--- config.mk ---
export PLATFORM = sky130hd
export DESIGN_NAME = cp0_timer_ext
export DESIGN_NICKNAME = d
export VERILOG_FILES = /design/src/rtl/cp0_timer_ext.sv
export SDC_FILE = /design/constraint.sdc
export NUM_CORES = 1
export LEC_CHECK = 0
export CORE_MARGIN = 2
export CORE_UTILIZATION = 44
export CTS_CLUSTER_DIAMETER = 120
export DETAILED_ROUTE_END_ITERATION = 8
export PLACE_DENSITY = 0.67
export SKIP_LAST_GASP = 1
export SLEW_MARGIN = 25
export SYNTH_ARGS = -nofsm -noshare
export SYNTH_HDL_FRONTEND = slang
export SYNTH_SLANG_ARGS = --single-unit
--- constraint.sdc ---
create_clock -name clk -period 2.3 [get_ports clk]
set_input_delay 0.46 -clock clk [delete_from_list [all_inputs] [get_ports clk]]
set_output_delay 0.46 -clock clk [all_outputs]
set_load 0.05 [all_outputs]
--- src/rtl/cp0_timer_ext.sv ---
// Coprocessor-0 beside the M stage: SR/Cause/EPC/PRId/BadVAddr/Count/Compare,
// exception/interrupt entry, ERET exit and a Count/Compare timer interrupt.
module cp0_timer_ext #(
  parameter int          NUM_HWINT  = 6,
  parameter int          TIMER_LINE = 5,
  parameter int          COUNT_DIV  = 2,
  parameter logic [31:0] SR_INIT    = 32'h0000_FF11,
  parameter logic [31:0] PRID_VAL   = 32'h0001_0001
) (
  input  logic                 clk,
  input  logic                 reset,
  input  logic [4:0]           addr,
  input  logic                 we,
  input  logic [31:0]          wd,
  input  logic [31:0]          pc_m,
  input  logic                 exc_bd_m,
  input  logic [4:0]           exc_code_m,
  input  logic [31:0]          bad_vaddr_m,
  input  logic                 eret,
  input  logic [NUM_HWINT-1:0] hw_int,
  output logic                 exc_handle,
  output logic [31:0]          epc,
  output logic [31:0]          data_out,
  output logic                 timer_irq
);

  localparam int          PW         = (COUNT_DIV > 1) ? $clog2(COUNT_DIV) : 1;
  localparam logic [PW-1:0] PRESC_LAST = PW'(COUNT_DIV - 1);
  // IM bits beyond NUM_HWINT are forced to zero on every SR load
  localparam logic [31:0] SR_MASK    =
    ~(((32'h1 << (6 - NUM_HWINT)) - 32'h1) << (10 + NUM_HWINT));

  localparam logic [4:0] REG_BADVADDR = 5'd8;
  localparam logic [4:0] REG_COUNT    = 5'd9;
  localparam logic [4:0] REG_COMPARE  = 5'd11;
  localparam logic [4:0] REG_SR       = 5'd12;
  localparam logic [4:0] REG_CAUSE    = 5'd13;
  localparam logic [4:0] REG_EPC      = 5'd14;
  localparam logic [4:0] REG_PRID     = 5'd15;

  logic [31:0]          sr_q, sr_d, epc_q, epc_d, badva_q, badva_d;
  logic [31:0]          count_q, count_d, compare_q, compare_d, prid_q, prid_d;
  logic                 bd_q, bd_d, ti_q, ti_d;
  logic [4:0]           exc_code_q, exc_code_d;
  logic [1:0]           sw_ip_q, sw_ip_d;
  logic [PW-1:0]        presc_q, presc_d;
  logic [NUM_HWINT-1:0] ip_q, ip_vec, ti_vec, im;
  logic                 int_req, exc_req, tick;
  logic [31:0]          count_inc, cause_rd;

  always_comb begin
    ti_vec             = '0;
    ti_vec[TIMER_LINE] = ti_q;
  end

  assign ip_vec     = hw_int | ti_vec;
  assign im         = sr_q[10 +: NUM_HWINT];
  assign int_req    = sr_q[0] & ~sr_q[1] & (|(ip_vec & im));
  assign exc_req    = ~sr_q[1] & (exc_code_m != 5'd0);
  assign exc_handle = int_req | exc_req;
  assign tick       = (presc_q == PRESC_LAST);
  assign count_inc  = count_q + 32'd1;

  always_comb begin
    // NOTE: every next-state signal gets its hold value first, so no path leaves it unassigned and no latch is inferred.
    sr_d       = sr_q;
    epc_d      = epc_q;
    badva_d    = badva_q;
    count_d    = count_q;
    compare_d  = compare_q;
    prid_d     = prid_q;
    bd_d       = bd_q;
    ti_d       = ti_q;
    exc_code_d = exc_code_q;
    sw_ip_d    = sw_ip_q;
    presc_d    = tick ? '0 : presc_q + PW'(1);

    if (tick) begin
      count_d = count_inc;
      if (count_inc == compare_q) ti_d = 1'b1;
    end

    // Entry beats ERET beats mtc0; a losing mtc0 is simply dropped
    if (exc_handle) begin
      sr_d[1]    = 1'b1;
      bd_d       = exc_bd_m;
      exc_code_d = int_req ? 5'd0 : exc_code_m;
      epc_d      = exc_bd_m ? pc_m - 32'd4 : pc_m;
      if (!int_req && (exc_code_m == 5'd4 || exc_code_m == 5'd5)) badva_d = bad_vaddr_m;
    end else if (eret) begin
      sr_d[1] = 1'b0;
    end else if (we) begin
      case (addr)
        REG_COUNT:   begin count_d = wd; presc_d = '0; end
        REG_COMPARE: begin compare_d = wd; ti_d = 1'b0; end
        REG_SR:      sr_d = wd & SR_MASK;
        REG_CAUSE:   sw_ip_d = wd[9:8];
        REG_EPC:     epc_d = wd;
        REG_PRID:    prid_d = wd;
        default:     ;
      endcase
    end
  end

  always_ff @(posedge clk) begin
    // NOTE: state registers use non-blocking assignments so every register samples pre-edge values.
    if (reset) begin
      sr_q       <= SR_INIT & SR_MASK;
      epc_q      <= '0;
      badva_q    <= '0;
      count_q    <= '0;
      compare_q  <= 32'hFFFF_FFFF;
      prid_q     <= PRID_VAL;
      bd_q       <= 1'b0;
      ti_q       <= 1'b0;
      exc_code_q <= '0;
      sw_ip_q    <= '0;
      presc_q    <= '0;
      ip_q       <= '0;
    end else begin
      sr_q       <= sr_d;
      epc_q      <= epc_d;
      badva_q    <= badva_d;
      count_q    <= count_d;
      compare_q  <= compare_d;
      prid_q     <= prid_d;
      bd_q       <= bd_d;
      ti_q       <= ti_d;
      exc_code_q <= exc_code_d;
      sw_ip_q    <= sw_ip_d;
      presc_q    <= presc_d;
      ip_q       <= ip_vec;
    end
  end

  always_comb begin
    cause_rd                  = '0;
    cause_rd[31]              = bd_q;
    cause_rd[30]              = ti_q;
    cause_rd[10 +: NUM_HWINT] = ip_q;
    cause_rd[9:8]             = sw_ip_q;
    cause_rd[6:2]             = exc_code_q;
  end

  always_comb begin
    case (addr)
      REG_BADVADDR: data_out = badva_q;
      REG_COUNT:    data_out = count_q;
      REG_COMPARE:  data_out = compare_q;
      REG_SR:       data_out = sr_q;
      REG_CAUSE:    data_out = cause_rd;
      REG_EPC:      data_out = epc_q;
      REG_PRID:     data_out = prid_q;
      default:      data_out = '0;
    endcase
  end

  assign epc       = epc_q;
  assign timer_irq = ti_q;

endmodule

Word level (Yosys, flattened, before mapping)

Index checks and enable logic that the tools add are counted.

Multiplexer cells: 27
Eq/ne operators: 11
Bitwise gates (word level): 9
$add $sub $neg: 3
Reduce and logical (&&, ||, !) cells: 16

Operators by type and width:

| operator                                            | count |
|---|---|
| 2-to-1 mux 32 bit                                   | 10 |
| one-hot mux 32 bit (7 select lines)                 | 1 |
| == test 5 x 4 -> 1 bit (second input constant)      | 7 |
| adder 32 x 1 -> 32 bit (second input constant)      | 1 |
| == test 32 bit                                      | 1 |
| subtractor 32 x 3 -> 32 bit (second input constant) | 1 |
| AND reduction 4 bit                                 | 4 |
| 2-to-1 mux 1 bit                                    | 13 |
| == test 5 x 3 -> 1 bit (second input constant)      | 2 |
| bitwise AND 6 bit                                   | 1 |
| bitwise OR 6 bit                                    | 1 |
| nonzero test 3 bit                                  | 2 |
| OR reduction 6 bit                                  | 1 |
| 2-to-1 mux 5 bit                                    | 1 |
| nonzero test 5 bit                                  | 1 |
| 2-to-1 mux 2 bit                                    | 2 |
| AND reduction 2 bit                                 | 2 |
| nonzero test 2 bit                                  | 2 |
| bitwise AND 1 bit                                   | 3 |
| inverter 1 bit                                      | 3 |
| AND reduction 3 bit                                 | 1 |
| != test 2 x 1 -> 1 bit (second input constant)      | 1 |
| adder 1 bit (second input constant)                 | 1 |
| logical AND 1 bit                                   | 1 |
| 3 further kinds                                     | 3 |

Bits of input ports: 117
Register bits after elaboration: 208
Logic and storage cells: 79
Output and inout bits: 66

Logic depth before layout (Yosys ltp)

Depth after elaboration: 8
Gate-level depth with buffers: 11
Gate-level depth less buffers: 9

Least setup slack after synthesis

OpenSTA, ideal clock, no wires.

Path kind: reg2out
Start: register ti_q, in the netlist timer_irq
End: output port exc_handle
Arrival time: 2.330 ns
Cell stages (with the launch flop): 8
Path slack: -0.490 ns
Cell sequence: dfxtp_1 > o21ai_0 > a31o_2 > a31o_1 > buf_6 > inv_2 > buf_2 > clkbuf_1

Word-level cells in the longest chain between the ends: 5

RTL lines:

| what                   | line | RTL |
|---|---|---|
| from (decl)            | 43   | `logic bd_q, bd_d, ti_q, ti_d;` |
| from (signal assigned) | 128  | `ti_q <= ti_d;` |
| bitwise OR 6 bit       | 56   | `assign ip_vec = hw_int \| ti_vec;` |
| bitwise AND 6 bit      | 58   | `assign int_req = sr_q[0] & ~sr_q[1] & (\|(ip_vec & im));` |
| OR reduction 6 bit     | 58   |  |
| bitwise AND 1 bit      | 58   |  |
| bitwise OR 1 bit       | 60   | `assign exc_handle = int_req \| exc_req;` |
| to (decl)              | 21   | `output logic exc_handle,` |

No other way between the ends.

Worst setup path in the final report

Start: register sr_q[10]
End: output port exc_handle

Word-level cells in the longest chain between the ends: 4

RTL lines:

| what                   | line | RTL |
|---|---|---|
| from (decl)            | 41   | `logic [31:0] sr_q, sr_d, epc_q, epc_d, badva_q, badva_d;` |
| from (signal assigned) | 108  | `sr_q <= SR_INIT & SR_MASK;` |
| from (signal assigned) | 121  | `sr_q <= sr_d;` |
| bitwise AND 6 bit      | 58   |  |
| OR reduction 6 bit     | 58   |  |
| bitwise AND 1 bit      | 58   |  |
| bitwise OR 1 bit       | 60   |  |

No other way between the ends.

==> reports/results.ini <==
[finish]
areaGrowthSynthToFinish_pct=60.38
stdcell_area_sq_mm=0.01754
drive_above_1_share_pct=32.20
num_antenna_cells=0
fillCellCount=1817
nets=1804
stdcell_count=2026

[clocking]
clk_transition_reported_paths_ns=0.06
root_buffer=clkbuf_16
cts.sinks=208
cts_buffers=23
cts_max_path_buffers=3
cts_tree=done
hold_buffers=0
clkLatencyLatePin_ns=0.52
htree_levels=1

[synthesis]
syn_nets=1463
synth-edff-count=0
ys_types=64
synth_area_leader_cell=dfxtp_1
synthTopCellsByArea=dfxtp_1, nand2_1, a22oi_1
synth_cells=1344
avgSynthCellArea_sq_um=8.137
ys_ff_latch=208
synth_flop_cell=dfxtp_1
netlist_area_sq_mm=0.01094
yosysWarnings=0
async_flop_share_pct=0
synth_top_area_share_pct=38.07
ys_seq_area_share_pct=38.07

[global_routing]
grt_util_met3_pct=5.975
grt_remaining_overflow=0
gr-usage-met2_pct=52.89
grt_max_degree=89
track_usage_pct=34.01
grt_pass1_vias=11818
busiest_layer=met2
grt_pass1_wl_um=68890
grtUsageMet1_pct=47.10
antenna_found_initial=0

[sta]
rsz0062_at_grt=true
min_period_ns=2.445
slew_viol_final=0
setup_viol=52
slew_headroom_pct=47.10
final_hold_viol_count=0
timing.final.crit_share_pct=106.3
clock_skew_ns=0.02029
worst_slack_ns=-0.1452
tightest_slew_ns=0.7935
max_freq_mhz=409.0

[power_and_ir_drop]
p_leak_nw=6.618
seqPwrFrac_pct=42.6
p_total_mw=8.836
switchingPower_mw=2.357
cell_internal_pwr_mw=6.479
p_per_area_mw_per_mm2=503.8
clockPowerShare_pct=42.3
swShare_pct=26.67
ir_drop_v=0.0003650
comb_power_share_pct=15.1

[critical_path]
path_class=flip-flop to output port
cp_max_fo=2
crit_slowest_cell=a222oi_1
required_ns=1.84
max_stage_delay_ns=0.38
worstReg2RegStart=count_q[3]$_SDFF_PP0_
arrival_ns=1.99
cp_top_family=compound AO/OA/AOI/OAI gates
r2r-end=timer_irq$_SDFF_PP0_
rr_worst_depth=9
worstSetupEndpointType=output port
path_cells=a222oi_1, a31o_2, a31o_4, inv_4, buf_6, buf_8
path_depth=6
r2r_setup_slack_ns=-0.12
startpoint_type=flip-flop
startpoint=sr_q[10]$_SDFFE_PP1P_
endpoint=exc_handle
path_buf_inv=3

[die]
coreArea_sq_mm=0.02439
start_util_pct=44.84
num_rows=57
die_x_um=161.7
ioPinCount=183
die_y_um=161.7
fp.dieArea_sq_mm=0.02613

[drt]
wire_per_inst_um=23.16
via_count=12264
wl_um=46920
drc=0
drt-initial-drc-count=1306
firstDrtPassIters=6
drt-vias-per-instance=6.053
antenna_left=0

[run]
maxCapViolations=0

[placed_design]
hpwl_um=30810
routabilityCongestion=0.9340
dp_cells=1930
dpl-instance-area_sq_mm=0.01487
port-buffer-count=182

[worst_hold_path]
hold_class=primary input to flip-flop

[outcome]
violations=setup timing
status=finished, violations left

==> stage by stage <==
step / setup slack (ns) / hold slack, ns / utilization, % / TNS, ns
2_1_floorplan: 0.004259 / 0.4313 / - / 0
3_3_place_gp: -0.7765 / 0.4410 / 60.97 / -100.06
3_5_place_dp: -0.7943 / 0.4473 / 60.97 / -107.09
4_1_cts: -0.1940 / 0.3296 / 68.88 / -5.186
5_1_grt: -0.2012 / 0.3338 / 71.91 / -4.850
6_report: -0.1452 / 0.3025 / 71.91 / -2.172
==> layer usage <==
metal,share of wire (%),vias up,routed length (um)
li1,-,5511,-
met1,41,5916,19420
met2,45,692,20900
met3,9.8,145,4610
met4,4.2,0,1991
met5,0,-,0
==> cells in the mapped netlist (all sizes together), types with 2 or more instances <==
cell type and n:
o21a 2, xnor2 44, a31o 2, a22oi 84, inv 12, a21oi 93, nor3b 5, clkbuf 78
a211o 34, nor3 23, nor4b 5, a222oi 16, a2111oi 2, nand2b 2, or3 9, o211ai 2
ha 2, a211oi 72, a41oi 2, nor2b 42, and2 3, dfxtp 208, or4 2, a311oi 3
nand3 59, o21ai 3, a31oi 2, nand3b 13, nor4 17, and3 14, mux2i 33, buf 36
xor2 56, or2 5, and4 3, nand4 17, nand2 228, nor2 102
==> how the worst min path moves through the flow <==
stage                                from                          to  slack [ns]  cells after the start
5_1_grt                           pc_m[6]         epc[6]$_SDFFE_PP0P_        0.33                      3
3_3_place_gp      prid_q[26]$_SDFFE_PP0P_     prid_q[26]$_SDFFE_PP0P_        0.44                      2
6_report                          pc_m[6]         epc[6]$_SDFFE_PP0P_        0.30                      3
3_5_place_dp      prid_q[29]$_SDFFE_PP0P_     prid_q[29]$_SDFFE_PP0P_        0.45                      2
2_1_floorplan  exc_code_q[3]$_SDFFE_PP0N_  exc_code_q[3]$_SDFFE_PP0N_        0.43                      2
4_1_cts                         hw_int[0]          ip_q[0]$_SDFF_PP0_        0.33                      2
==> flip-flops by register name (all words and copies together) (netlist names) <==
signal,count
exc_code_q,5
sr_q,32
compare_q,32
prid_q,32
sw_ip_q,2
badva_q,32
bd_q,1
timer_irq,1
presc_q,1
count_q,32
epc,32
ip_q,6
==> cell families after synthesis <==
group	after synthesis	synth area share, %
flops	208	38.07
simple gates	551	24.49
xor+xnor	100	8.008
buf+inv	126	5.228
fa+ha+maj	2	0.2288
mux	33	3.020
compound gates	324	20.95
==> cell type report <==
class	instances	area [sq um]	area share (%)
clock inverter	7	66.31	0.3781
clock buffer	35	700.7	3.995
multi-input combinational	1011	7368	42.01
timing repair buffer	429	4760	27.13
tap	324	405.4	2.311
sequential	208	4193	23.90
inverter	12	47.55	0.2711
==> worst min-delay path: cells and delay by family <==
family	cells	cell delay [ns]
AOI/OAI and AO/OA	2	0.15
buffers and inverters	1	0.14
==> repair_timing <==
item	CTS	global route
endpoints found under the hold margin	0	0
gates resized for setup	150	155
gates cloned	15	6
endpoints found under the setup margin	65	173
setup buffers	39	19
pin swaps	80	95
==> power groups by stage <==
stage / sequential [mW] / combinational (mW) / clock, mW
final: 3.76 / 1.33 / 3.74
after global routing: 3.76 / 1.39 / 3.92
after CTS: 3.75 / 1.28 / 3.76
after detailed placement: 3.83 / 1.19 / 0
after global placement: 3.83 / 1.19 / 0
after floorplan: 3.96 / 0.387 / 0
==> cells in the final DEF, fill, tap and decap left out, drive strengths merged, types with 3 or more instances in the layout <==
| master | n |
|---|---|
| and3 | 14 |
| a21oi | 93 |
| or3 | 9 |
| nand2 | 228 |
| nor3 | 23 |
| a311oi | 3 |
| and4 | 3 |
| dfxtp | 208 |
| and2 | 3 |
| a222oi | 16 |
| dlymetal6s2s | 13 |
| nand3b | 13 |
| nand3 | 59 |
| clkdlybuf4s50 | 128 |
| nor4b | 5 |
| nor2 | 103 |
| o21ai | 3 |
| clkinv | 4 |
| or2 | 5 |
| nor2b | 42 |
| nor4 | 17 |
| xnor2 | 44 |
| buf | 280 |
| nand4 | 17 |
| a211oi | 72 |
| clkbuf | 40 |
| xor2 | 56 |
| a211o | 34 |
| mux2i | 33 |
| nor3b | 5 |
| inv | 13 |
| a22oi | 84 |
Power figures use the tool's default switching activity.
==> RTL change, RTL diff (same flow settings) <==
Make the reset (`reset`) asynchronous in one clocked block.
--- a/src/rtl/cp0_timer_ext.sv
+++ b/src/rtl/cp0_timer_ext.sv
@@ -102,7 +102,7 @@
     end
   end
 
-  always_ff @(posedge clk) begin
+  always_ff @(posedge clk or posedge reset) begin
     // NOTE: state registers use non-blocking assignments so every register samples pre-edge values.
     if (reset) begin
       sr_q       <= SR_INIT & SR_MASK;
Check against the original RTL: not equivalent (a bounded check fails within 4 cycles, from zero or initial values and one cycle with reset high; the reset may be asserted at any time).
==> RTL change against the original RTL <==
  * Area after synthesis grew 3.7%
  * Cell area fell by 0.88%
  * Setup slack worse by 0.038 ns
  * Wire length fell by 12%
  * Sequential share of layout area increased by 6.4 points
  * Largest cell class unchanged
  * The run still ends with setup timing left
  * Critical path type is now input port to primary output
  * Count of clock-buffer cells in the layout decreased by 3
  * Sequential cell count did not move
Power is not compared: it rests on default switching activity, and its combinational part moved more than twofold at a synthesized area within 25%.
==> RTL change: results (changes against the original RTL) <==
Synthesis
  • Asr flop ratio synth: 100% (+100 points)
  • Mapped Nets: 1215 (-17%)
  • Most used DFF post-synth: dfrtp_1
  • Synth top area cells: dfrtp_1 (36%), mux2_2 (13%), dfstp_2 (10%)
  • Compound-Gate Fraction of Synth Area: 11.5% (-9.4 points)
  • Sequential-to-total area share from yosys stat: 46.4% (+8.3 points)
  • Post-synthesis mux area share: 16.4% (+13 points)
  • Adder-cell share of the synthesized area: 0.221% (-0.0082 points)
  • Synth Warn #: 0 (unchanged)
  • XOR/XNOR share of the synthesized area: 8.11% (+0.10 points)
  • Synth Instances: 1096 (-18%)
  • Synth cell count leaders: dfrtp_1 (164), mux2_2 (126), nand2_1 (118), o21ai_0 (65), a22oi_1 (58)
  • Yosys cell types: 58 (-9.4%)

Setup path
  • Cells on worst reg2reg path: 10 (+1)
  • RR Endpoint: timer_irq
  • R2R setup slack: -0.11 ns
  • Crit Path Max Fanout: 4 (+2)
  • RR Startpoint: count_q[0]
  • Critical path arrival: 2.02 ns (+0.03 ns)

STA
  • Endpoints failing setup: 56 (+7.7%)
  • Hold WS: 0.134 ns (-0.168 ns)
  • Hold Fails Final Rpt: 0 (unchanged)
  • Worst Slack Setup Final: -0.183 ns (-0.0375 ns)
  • Final clock skew: 0.0186 ns (-0.00171 ns)
  • Slew Limit Headroom: 56.9% (+9.8 points)

Run status
  • Status: finished with violations
  • Violated checks: setup timing

Detailed routing
  • Vias per cell: 5.82 (-3.9%)
  • DR pass1 iterations: 8 (+2)
  • WL per Instance: 23.0 µm (-0.66%)
  • Starting DRT DRC Count: 1029 (-21%)
  • DRT Wirelength: 41200 µm (-12%)

Power and ir drop
  • Worst vdd ir: 0.000642 V
  • Pleak: 0.00739 µW

Min path
  • Hold Crit Start: hw_int[2]
  • Worst hold path depth: 1 (-2)
  • Worst Hold Path EP: ip_q[2]
  • Worst Hold Class: input port to flop

GRT
  • First-pass GRT wire length: 61400 µm (-11%)
  • Gr usage total: 30.1% (-3.9 points)
  • Initial antenna violation count: 0 (unchanged)
  • Pin count of the biggest net entering global routing: 68 (-24%)

Placement
  • HPWL after detailed placement: 28600 µm (-7.2%)
  • GP Congestion: 0.944 (+1.1%)
  • Dpl cell area: 0.0153 mm² (+2.8%)
  • Placed Cells: 1702 (-12%)
  • Number of buffers added on ports: 182 (unchanged)

Final layout
  • Fill cells: 1812 (-0.28%)
  • Share of cells above drive strength 1: 40.6% (+8.4 points)
  • Inserted Diodes: 0 (unchanged)
  • Storage element area: 0.00526 mm² (+25%)
  • Fin nets: 1560 (-14%)

Clocking
  • Worst-skew pair later-pin latency: 0.53 ns
  • Bufs on Longest Clock Path: 3 (unchanged)
  • Worst-path clk slew: 0.05 ns
  • CTS buffer count: 24 (+4.3%)
  • Clk Tree Root Cell: clkbuf_16
  • Htree depth: 1 (unchanged)
==> RTL change: worst max path at each step <==
stage                     startpoint           end  slack (ns)  depth (start not counted)
after global placement       addr[4]  data_out[12]       -0.60                          8
after CTS                   sr_q[10]    exc_handle       -0.18                          6
after floorplan                reset    badva_q[0]       -0.82                          1
after global routing        sr_q[12]    exc_handle       -0.32                          6
after detailed placement     addr[4]  data_out[12]       -0.66                          8
final                        addr[3]  data_out[12]       -0.18                          8
==> RTL change: routing by layer <==
layer,up-vias,GRT usage (%),share of wire (%),routed length [µm]
met5,-,0,0,0
met4,0,9.64,3.4,1380
met3,85,5.02,8.0,3290
met2,447,48.0,47,19300
met1,5218,42.2,42,17200
li1,4658,-,-,-
==> RTL change: repair_timing <==
action | 4_1_cts | 5_1_grt
cloned | 6 | 4
hold endpoints to repair | 0 | 0
endpoints found under the setup margin | 36 | 105
pin swaps | 61 | 35
hold buffers | 0 | 0
gates resized for setup | 136 | 78
setup buffers | 39 | 17
==> RTL change: power breakdown <==
part           internal [µW]  total [µW]  leakage, µW  switching [µW]
combinational           2690        5980      0.00442            3290
sequential              4780        5790      0.00255            1010
clock                   2620        4180     0.000419            1570
==> RTL change: through the flow <==
stage / total power [µW] / setup TNS (ns) / worst slack, ns
global route: 16600 / -10.35 / -0.321
detailed placement: 11200 / -82.77 / -0.659
floorplan: 8770 / -143.31 / -0.824
CTS: 15800 / -1.48 / -0.178
global placement: 11100 / -78.62 / -0.598
finish: 16000 / -2.30 / -0.183
==> RTL change: cell families after synthesis <==
group | Yosys count
AO/OA/AOI/OAI | 200
XOR/XNOR | 105
adder cells (fa/ha/maj) | 2
buffers and inverters | 89
flip-flops | 208
multiplexers | 170
AND/OR/NAND/NOR | 322
==> RTL change: final cells by class <==
| type | count | area share (%) |
|---|---|---|
| clock buffers | 32 | 3.86 |
| multi-input cells | 799 | 37.5 |
| clock inverters | 12 | 1.12 |
| flip-flops and latches | 208 | 30.3 |
| repair buffers | 395 | 24.6 |
| inverters | 13 | 0.345 |
| well taps | 330 | 2.37 |
==> RTL change: worst max-delay path, stage by stage <==
cell and delay [ns]:
buf_8 0.10, buf_8 0.13, nand2_8 0.08, nor4_4 0.05, buf_6 0.15, a222oi_1 0.58
nand3_2 0.25, buf_12 0.22
